[src/rtl/fir_pkg.sv]
// Shared constants for the 64-tap FIR MAC sequencer, its datapath and bench.
package fir_pkg;

  localparam int TAPS = 64;
  localparam int AW   = $clog2(TAPS);

  typedef logic [1:0] state_t;

  localparam state_t COEF  = 2'd0;
  localparam state_t READY = 2'd1;
  localparam state_t RUN   = 2'd2;

endpackage

[src/rtl/fir_tap_counter.sv]
// Wrapping AW-bit counter with synchronous clear, enable and terminal-count flag.
module fir_tap_counter #(
  parameter int AW = 6
) (
  input  logic          clk,
  input  logic          rst_n,
  input  logic          clr,
  input  logic          en,
  output logic [AW-1:0] count,
  output logic          tc
);

  // Clear has priority over enable; the count wraps naturally at all-ones.
  always_ff @(posedge clk or negedge rst_n) begin
    if (!rst_n) begin
      count <= '0;
    end else if (clr) begin
      count <= '0;
    end else if (en) begin
      count <= count + 1'b1;
    end
  end

  assign tc = &count;

endmodule

[src/rtl/fir_mac_sequencer.sv]
// Control FSM for the FIR MAC datapath: coefficient streaming, delay-line
// pointer management and per-sample MAC sequencing in the clk2 domain.
module fir_mac_sequencer #(
  parameter int TAPS = 64,
  parameter int AW   = $clog2(TAPS)
) (
  input  logic          clk2,
  input  logic          ALU_restn,
  input  logic          b_valid,
  input  logic          coef_reload,
  input  logic          sample_tick,
  output logic          coef_we,
  output logic [AW-1:0] coef_waddr,
  output logic [AW-1:0] coef_raddr,
  output logic          x_we,
  output logic [AW-1:0] x_waddr,
  output logic [AW-1:0] tap_raddr,
  output logic          tap_bypass,
  output logic          mac_clr,
  output logic          mac_en,
  output logic          y_latch,
  output logic          busy,
  output logic          coef_ready,
  output logic          overrun
);
  import fir_pkg::*;

  state_t        state;
  logic [AW-1:0] k;
  logic [AW-1:0] cnt;
  logic          k_tc;
  logic          cnt_tc;
  logic [AW-1:0] x_ptr;
  logic          pending;
  logic          reload_pend;
  logic          overrun_r;
  logic          coef_ready_r;
  logic          y_latch_r;

  logic          in_coef;
  logic          in_run;
  logic          coef_wr;
  logic          first_tap;

  assign in_coef   = (state == COEF);
  assign in_run    = (state == RUN);
  // A reload pulse in COEF restarts the load, so the word on the bus that cycle is dropped.
  assign coef_wr   = in_coef & b_valid & ~coef_reload & ALU_restn;
  assign first_tap = in_run & (k == '0);

  fir_tap_counter #(.AW(AW)) u_k_cnt (
    .clk   (clk2),
    .rst_n (ALU_restn),
    .clr   (~in_run),
    .en    (in_run),
    .count (k),
    .tc    (k_tc)
  );

  fir_tap_counter #(.AW(AW)) u_coef_cnt (
    .clk   (clk2),
    .rst_n (ALU_restn),
    .clr   (~in_coef | coef_reload),
    .en    (coef_wr),
    .count (cnt),
    .tc    (cnt_tc)
  );

  // Sequencer state, delay-line pointer and the pending/reload/overrun bookkeeping.
  always_ff @(posedge clk2 or negedge ALU_restn) begin
    if (!ALU_restn) begin
      state        <= COEF;
      x_ptr        <= '0;
      pending      <= 1'b0;
      reload_pend  <= 1'b0;
      overrun_r    <= 1'b0;
      coef_ready_r <= 1'b0;
      y_latch_r    <= 1'b0;
    end else begin
      y_latch_r <= in_run & k_tc;
      case (state)
        COEF: begin
          if (coef_wr && cnt_tc) begin
            state        <= READY;
            coef_ready_r <= 1'b1;
          end
        end
        READY: begin
          if (coef_reload) begin
            state        <= COEF;
            coef_ready_r <= 1'b0;
          end else if (sample_tick) begin
            state <= RUN;
          end
        end
        RUN: begin
          if (k_tc) begin
            x_ptr <= x_ptr + 1'b1;
            if (reload_pend || coef_reload) begin
              state        <= COEF;
              coef_ready_r <= 1'b0;
              reload_pend  <= 1'b0;
              pending      <= 1'b0;
            end else if (sample_tick || pending) begin
              state   <= RUN;
              pending <= 1'b0;
              if (sample_tick && pending) begin
                overrun_r <= 1'b1;
              end
            end else begin
              state <= READY;
            end
          end else begin
            if (coef_reload) begin
              reload_pend <= 1'b1;
            end
            if (sample_tick) begin
              if (pending) begin
                overrun_r <= 1'b1;
              end else begin
                pending <= 1'b1;
              end
            end
          end
        end
        default: begin
          state <= COEF;
        end
      endcase
    end
  end

  assign coef_we    = coef_wr;
  assign coef_waddr = cnt;
  assign coef_raddr = k;
  assign x_we       = first_tap;
  assign x_waddr    = x_ptr;
  assign tap_raddr  = x_ptr - k;
  assign tap_bypass = first_tap;
  assign mac_clr    = first_tap;
  assign mac_en     = in_run;
  assign y_latch    = y_latch_r;
  assign busy       = in_run;
  assign coef_ready = coef_ready_r;
  assign overrun    = overrun_r;

endmodule
[config.mk]
export PLATFORM = sky130hd
export DESIGN_NAME = fir_mac_sequencer
export DESIGN_NICKNAME = d
export VERILOG_FILES = /design/src/rtl/fir_pkg.sv /design/src/rtl/fir_tap_counter.sv /design/src/rtl/fir_mac_sequencer.sv
export SDC_FILE = /design/constraint.sdc
export NUM_CORES = 1
export LEC_CHECK = 0
export BUFFER_PORTS_ARGS = -buffer_cell sky130_fd_sc_hd__buf_2
export CAP_MARGIN = 20
export CORE_UTILIZATION = 35
export CTS_CLUSTER_DIAMETER = 30
export DETAILED_ROUTE_END_ITERATION = 10
export PLACE_DENSITY = 0.6
export SYNTH_ARGS = -nofsm -noshare
export SYNTH_HDL_FRONTEND = slang
export SYNTH_SLANG_ARGS = --single-unit
export TNS_END_PERCENT = 20
[constraint.sdc]
create_clock -name clk2 -period 4 [get_ports clk2]
set_clock_uncertainty 0.1 [all_clocks]
set_input_delay 0.4 -clock clk2 [delete_from_list [all_inputs] [get_ports clk2]]
set_output_delay 0.4 -clock clk2 [all_outputs]
set_load 0.02 [all_outputs]
---- Yosys cells after proc, flatten, opt, wreduce, memory -nomap -nowiden ----
Index checks and enable logic that the tools add are counted.
word-level totals
  word-level logic and storage cells ...... 79
  bits in registers ....................... 25
cells by class
  muxes and demuxes ....................... 27
  equality and inequality tests ........... 12
  bitwise logic cells ..................... 8
  $add $sub $neg .......................... 4
  reductions and logical operators ........ 19
operators with widths
  cell                 count
  $add 6x1->6 const B  3
  $mux 6               3
  $reduce_and 6->1     3
  $mux 1               16
  $mux 2               6
  $ne 2x1->1 const B   5
  $reduce_and 3->1     3
  $reduce_bool 2->1    4
  $reduce_and 7->1     1
  $logic_not 6->1      1
  $ne 2x2->1 const B   3
  $pmux 2 s3           1
  $sub 6x6->6          1
  $and 1x1->1          5
  $reduce_and 5->1     1
  $ne 3x1->1 const B   1
  $ne 3x3->1 const B   1
  $pmux 1 s3           1
  $reduce_bool 3->1    1
  $eq 2x1->1 const B   1
  $eq 2x2->1 const B   1
  $logic_and 1x1->1    2
  $logic_not 2->1      1
  $logic_or 1x1->1     2
  2 further kinds      3

---- Logic depth before layout (Yosys ltp) ----
  depth in word-level cells ............... 7
  mapped depth ............................ 7
  gate-level depth less buffers ........... 7

---- By module ----
Synthesis repeated with hierarchy kept, for this count alone.
second synthesis, totals
  cells, all modules ...................... 156
  area total of the unflattened synthesis .. 1492.7 um^2
modules (own cells, without submodules)
  module             cells each  instances  seq. area each (um^2)  area an instance (um^2)
  fir_mac_sequencer  100         1          325.3                  929.6
  fir_tap_counter    28          2          150.1                  281.5

---- Least setup slack after synthesis ----
Ideal clock, no wire load.
  kind .................................... reg-to-output
  start ................................... register state[0]
  end ..................................... output tap_bypass
  data arrival time ....................... 2006 ps
  slack ................................... 1494 ps
  stages on the path, launching flop included .. 7
  path through ............................ dfrtp_1 inv_1 ha_1 clkbuf_1 nand4_1 nor3_1 buf_4
on the way
  word-level cells in the longest chain between the ends .. 2
ends and longest elaborated chain
  element                 RTL line                 source
  start, declared         fir_mac_sequencer.sv:28  state_t state;
  start signal, assigned  fir_mac_sequencer.sv:72  state <= COEF;
  start signal, assigned  fir_mac_sequencer.sv:84  state <= READY;
  start signal, assigned  fir_mac_sequencer.sv:90  state <= COEF;
  $eq 2x2->1              fir_mac_sequencer.sv:46  assign in_run = (state == RUN);
  via busy                fir_mac_sequencer.sv:22  output logic busy,
  $and 1x1->1             fir_mac_sequencer.sv:49  assign first_tap = in_run & (k == '0);
  end, declared           fir_mac_sequencer.sv:18  output logic tap_bypass,
The timed path passes the listed nets, and every way through them passes these cells.

---- Worst setup path in the final report ----
  start ................................... register x_ptr[0] (netlist: x_waddr[0])
  end ..................................... output tap_raddr[4]
on the way
  word-level cells in the longest chain between the ends .. 1
ends and longest elaborated chain
  element                 RTL line                  source
  start, declared         fir_mac_sequencer.sv:33   logic [AW-1:0] x_ptr;
  start signal, assigned  fir_mac_sequencer.sv:98   x_ptr <= x_ptr + 1'b1;
  $sub 6x6->6             fir_mac_sequencer.sv:138  assign tap_raddr = x_ptr - k;
  end, declared           fir_mac_sequencer.sv:17   output logic [AW-1:0] tap_raddr,
Every way passes these cells.

==> summary.txt <==
Status
  • Status: complete, no violations

Worst setup path
  • CP Capture Type: primary output
  • Internal reg-to-reg setup slack: 2050 ps
  • Crit path launch type: register
  • R2R Path End: x_waddr[1]
  • Crit path kind: reg2out
  • R2r startpoint: state[0]
  • Max FO, Critical Path: 4
  • WP data required: 3500 ps
  • FF-to-FF path depth: 5
  • Arr. time, crit path: 2040 ps

Route
  • Drt initial violations: 38
  • DRT met1 WL: 1360 um
  • Final ANT Viol Nets: 0
  • Routed wire length per instance: 11.5 um
  • WL met2: 1320 um
  • First-pass DRT Iterations: 4
  • DR vias: 1171
  • Final WL: 2770 um
  • Max layer used: met4
  • DR vias/cell: 4.86
  • DRC: 0
  • WL met3: 78 um

Synthesis
  • Post-Synthesis Cells: 155
  • Syn_area_per_cell: 9.86 um^2
  • Synth Cell Area: 1530 um^2
  • Seq/Total Area, Yosys: 0.409
  • Synth cell types: 37
  • Synth Net Count: 174
  • Synth Warn #: 0
  • Yosys reg bits: 25

GRT
  • Congestion Overflow GR: 0
  • First-pass GRT wire length: 4640 um
  • Largest net degree at the start of global routing: 29
  • Initial antenna violation count: 0
  • Overall Global Routing Usage: 0.132
  • Vias in the first global route: 1020

Cells and area
  • Nets: 211
  • Post-route design area: 1790 um^2
  • Multi-input combinational cell area: 825 um^2
  • Reg area: 626 um^2
  • Fillers: 424
  • Layout overhead on the synthesized area: 17.2%
  • Post-Layout Cell Count: 241
  • Share of layout cells above drive strength 1: 0.257
  • Diodes inserted: 0

STA
  • Final Hold Vio Count: 0
  • Relative slew slack: 0.600
  • Period utilisation layout: 0.634
  • TNS Setup: 0 ps
  • Final setup vio count: 0
  • Worst-margin pin slew: 600 ps
  • FMAX: 394 MHz
  • Unrepaired setup endpoints after global routing: no
  • Max-slew violation count: 0
  • Hold_ws: 37.1 ps
  • Final min period: 2540 ps

CTS
  • Root Driver: clkbuf_8
  • Htree depth: 1
  • Resized cells post-CTS: 0
  • Number of buffers created by CTS: 3
  • Setup bufs post-CTS: 0
  • Max clock buf depth: 2
  • Clk sink count: 25
  • CTS tree: built
  • Hold Buf Count CTS: 0
  • Clk pin slew, worst setup/hold paths: 80 ps
  • Clock latency on the worst-skew pair: 260 ps

Die
  • IO Pins: 38
  • Die area: 4640 um^2
  • Horiz. Die Dim: 68.1 um
  • Vert. Die Dim: 68.1 um
  • Initial Util: 0.374
  • FP Rows: 23
  • Core ar.: 4090 um^2

Worst hold path
  • Hold WC Path Type: in2async

Power and ir drop
  • Clk pwr share: 0.353
  • Design Power: 0.408 mW
  • Pleak: 0.891 nW
  • Sequential share of power: 0.618
  • Pwr Density: 228 nW/um^2
  • VDD IR max: 0.160 mV
  • Net switching power: 0.0819 mW
  • Power Internal: 0.326 mW
  • Share of power burned in combinational logic: 0.028
  • Switching share of total power: 0.201

Placed design
  • Placed cells: 237
  • Routability cong.: 0.704
  • Port Buffers: 37
  • Dpl cell area: 1750 um^2
  • Detailed Place HPWL: 2130 um

Run
  • Max-cap check violation count: 0
## through the flow
step,util,setup WS (ps)
after global routing,0.438,1310
after CTS,0.438,1440
final,0.438,1460
after floorplan,-,1490
after detailed placement,0.427,1740
after global placement,0.427,1760
## layout by cell type (no fill, tap or decap), types with 2 or more instances in the layout
cell type and n:
mux2i_1 2, buf_2 37, o21a_1 3, o21ai_0 6, inv_1 13, nor2_1 12, nor3_1 4, nand3_2 2
a21oi_1 7, nand3_1 3, xnor2_1 11, xor2_1 4, clkbuf_8 3, ha_1 13, nand2_1 14, and2_1 6
nor2b_1 3, or3_2 2, dfrtp_1 25, nand4_1 3
## worst max path at each step
stage | start | endpoint | slack [ps] | cells after the start
6_report | x_waddr[0] | tap_raddr[4] | 1460 | 8
5_1_grt | x_waddr[0] | tap_raddr[4] | 1310 | 8
4_1_cts | x_waddr[0] | tap_raddr[4] | 1440 | 8
3_5_place_dp | ALU_restn | state[0] | 1740 | 5
3_3_place_gp | x_waddr[0] | tap_raddr[4] | 1760 | 8
2_1_floorplan | state[0] | tap_bypass | 1490 | 6
## state kept, by name, summed over array words and instances, names as in the netlist
signal,flops
coef_ready,1
overrun,1
pending,1
reload_pend,1
state,2
u_coef_cnt.count,6
u_k_cnt.count,6
x_waddr,6
y_latch,1
## power groups by stage
stage | clock network, mW | registers (mW) | logic, mW
2_1_floorplan | 0 | 0.258 | 0.00367
3_3_place_gp | 0 | 0.258 | 0.0122
3_5_place_dp | 0 | 0.258 | 0.0121
4_1_cts | 0.152 | 0.252 | 0.0121
5_1_grt | 0.161 | 0.253 | 0.0137
6_report | 0.144 | 0.252 | 0.0115
## area by class of cell
cell class | instances | area share
Clock buffer | 4 | 0.0251
Inverter | 13 | 0.0272
Multi-Input combinational cell | 112 | 0.460
Sequential cell | 25 | 0.349
Tap cell | 50 | 0.0349
Timing Repair Buffer | 37 | 0.103
## kinds of logic (layout without fill, tap and decap cells)
| group | Yosys count | count (layout) | synth area share |
|---|---|---|---|
| flip-flops | 25 | 25 | 0.409 |
| AO/OA/AOI/OAI | 25 | 25 | 0.117 |
| multiplexers | 4 | 4 | 0.0303 |
| XOR/XNOR | 15 | 15 | 0.0859 |
| AND/OR/NAND/NOR | 54 | 54 | 0.187 |
| buffers and inverters | 18 | 54 | 0.0516 |
| adder cells (fa/ha/maj) | 14 | 14 | 0.119 |
## synth_stat cells
cell type,count,share of area
inv_1,13,0.032
xnor2_1,11,0.063
buf_4,3,0.015
o21ai_1,1,0.0033
a21boi_0,1,0.0049
nand2_1,14,0.034
nand3_1,3,0.0098
a211o_1,1,0.0057
mux2_2,1,0.0074
a21oi_1,7,0.023
o41ai_4,1,0.018
o21bai_1,1,0.0049
dfrtp_1,25,0.41
o21a_1,3,0.015
o31ai_1,1,0.0049
o2111a_1,1,0.0074
nor3_1,4,0.013
nor2_1,12,0.029
nand2b_1,1,0.0041
nand3_2,2,0.013
clkbuf_1,2,0.0049
mux2i_1,2,0.013
or3_1,1,0.0041
nor3_4,1,0.011
or3_2,2,0.0098
mux2_4,1,0.0098
nor2b_1,3,0.012
xor2_1,4,0.023
ha_1,13,0.11
and2_2,1,0.0049
and3_1,1,0.0041
nand4_1,3,0.012
and2_1,6,0.025
fa_1,1,0.013
o21ai_0,6,0.020
o2111ai_1,1,0.0057
a21o_1,1,0.0049
## metal layers
metal,track usage,vias to the layer above
met5,0,-
met3,0.0350,2
met1,0.178,560
met4,0.0234,0
met2,0.214,13
li1,-,596
## worst max-delay path: stages (launching register included)
cell and delay [ps]:
dfrtp_1 410, inv_1 100, ha_1 160, inv_1 50, fa_1 400, a21o_1 190
a21oi_1 160, xnor2_1 130, buf_2 180
Note: power is estimated with default switching activity, not from simulation.
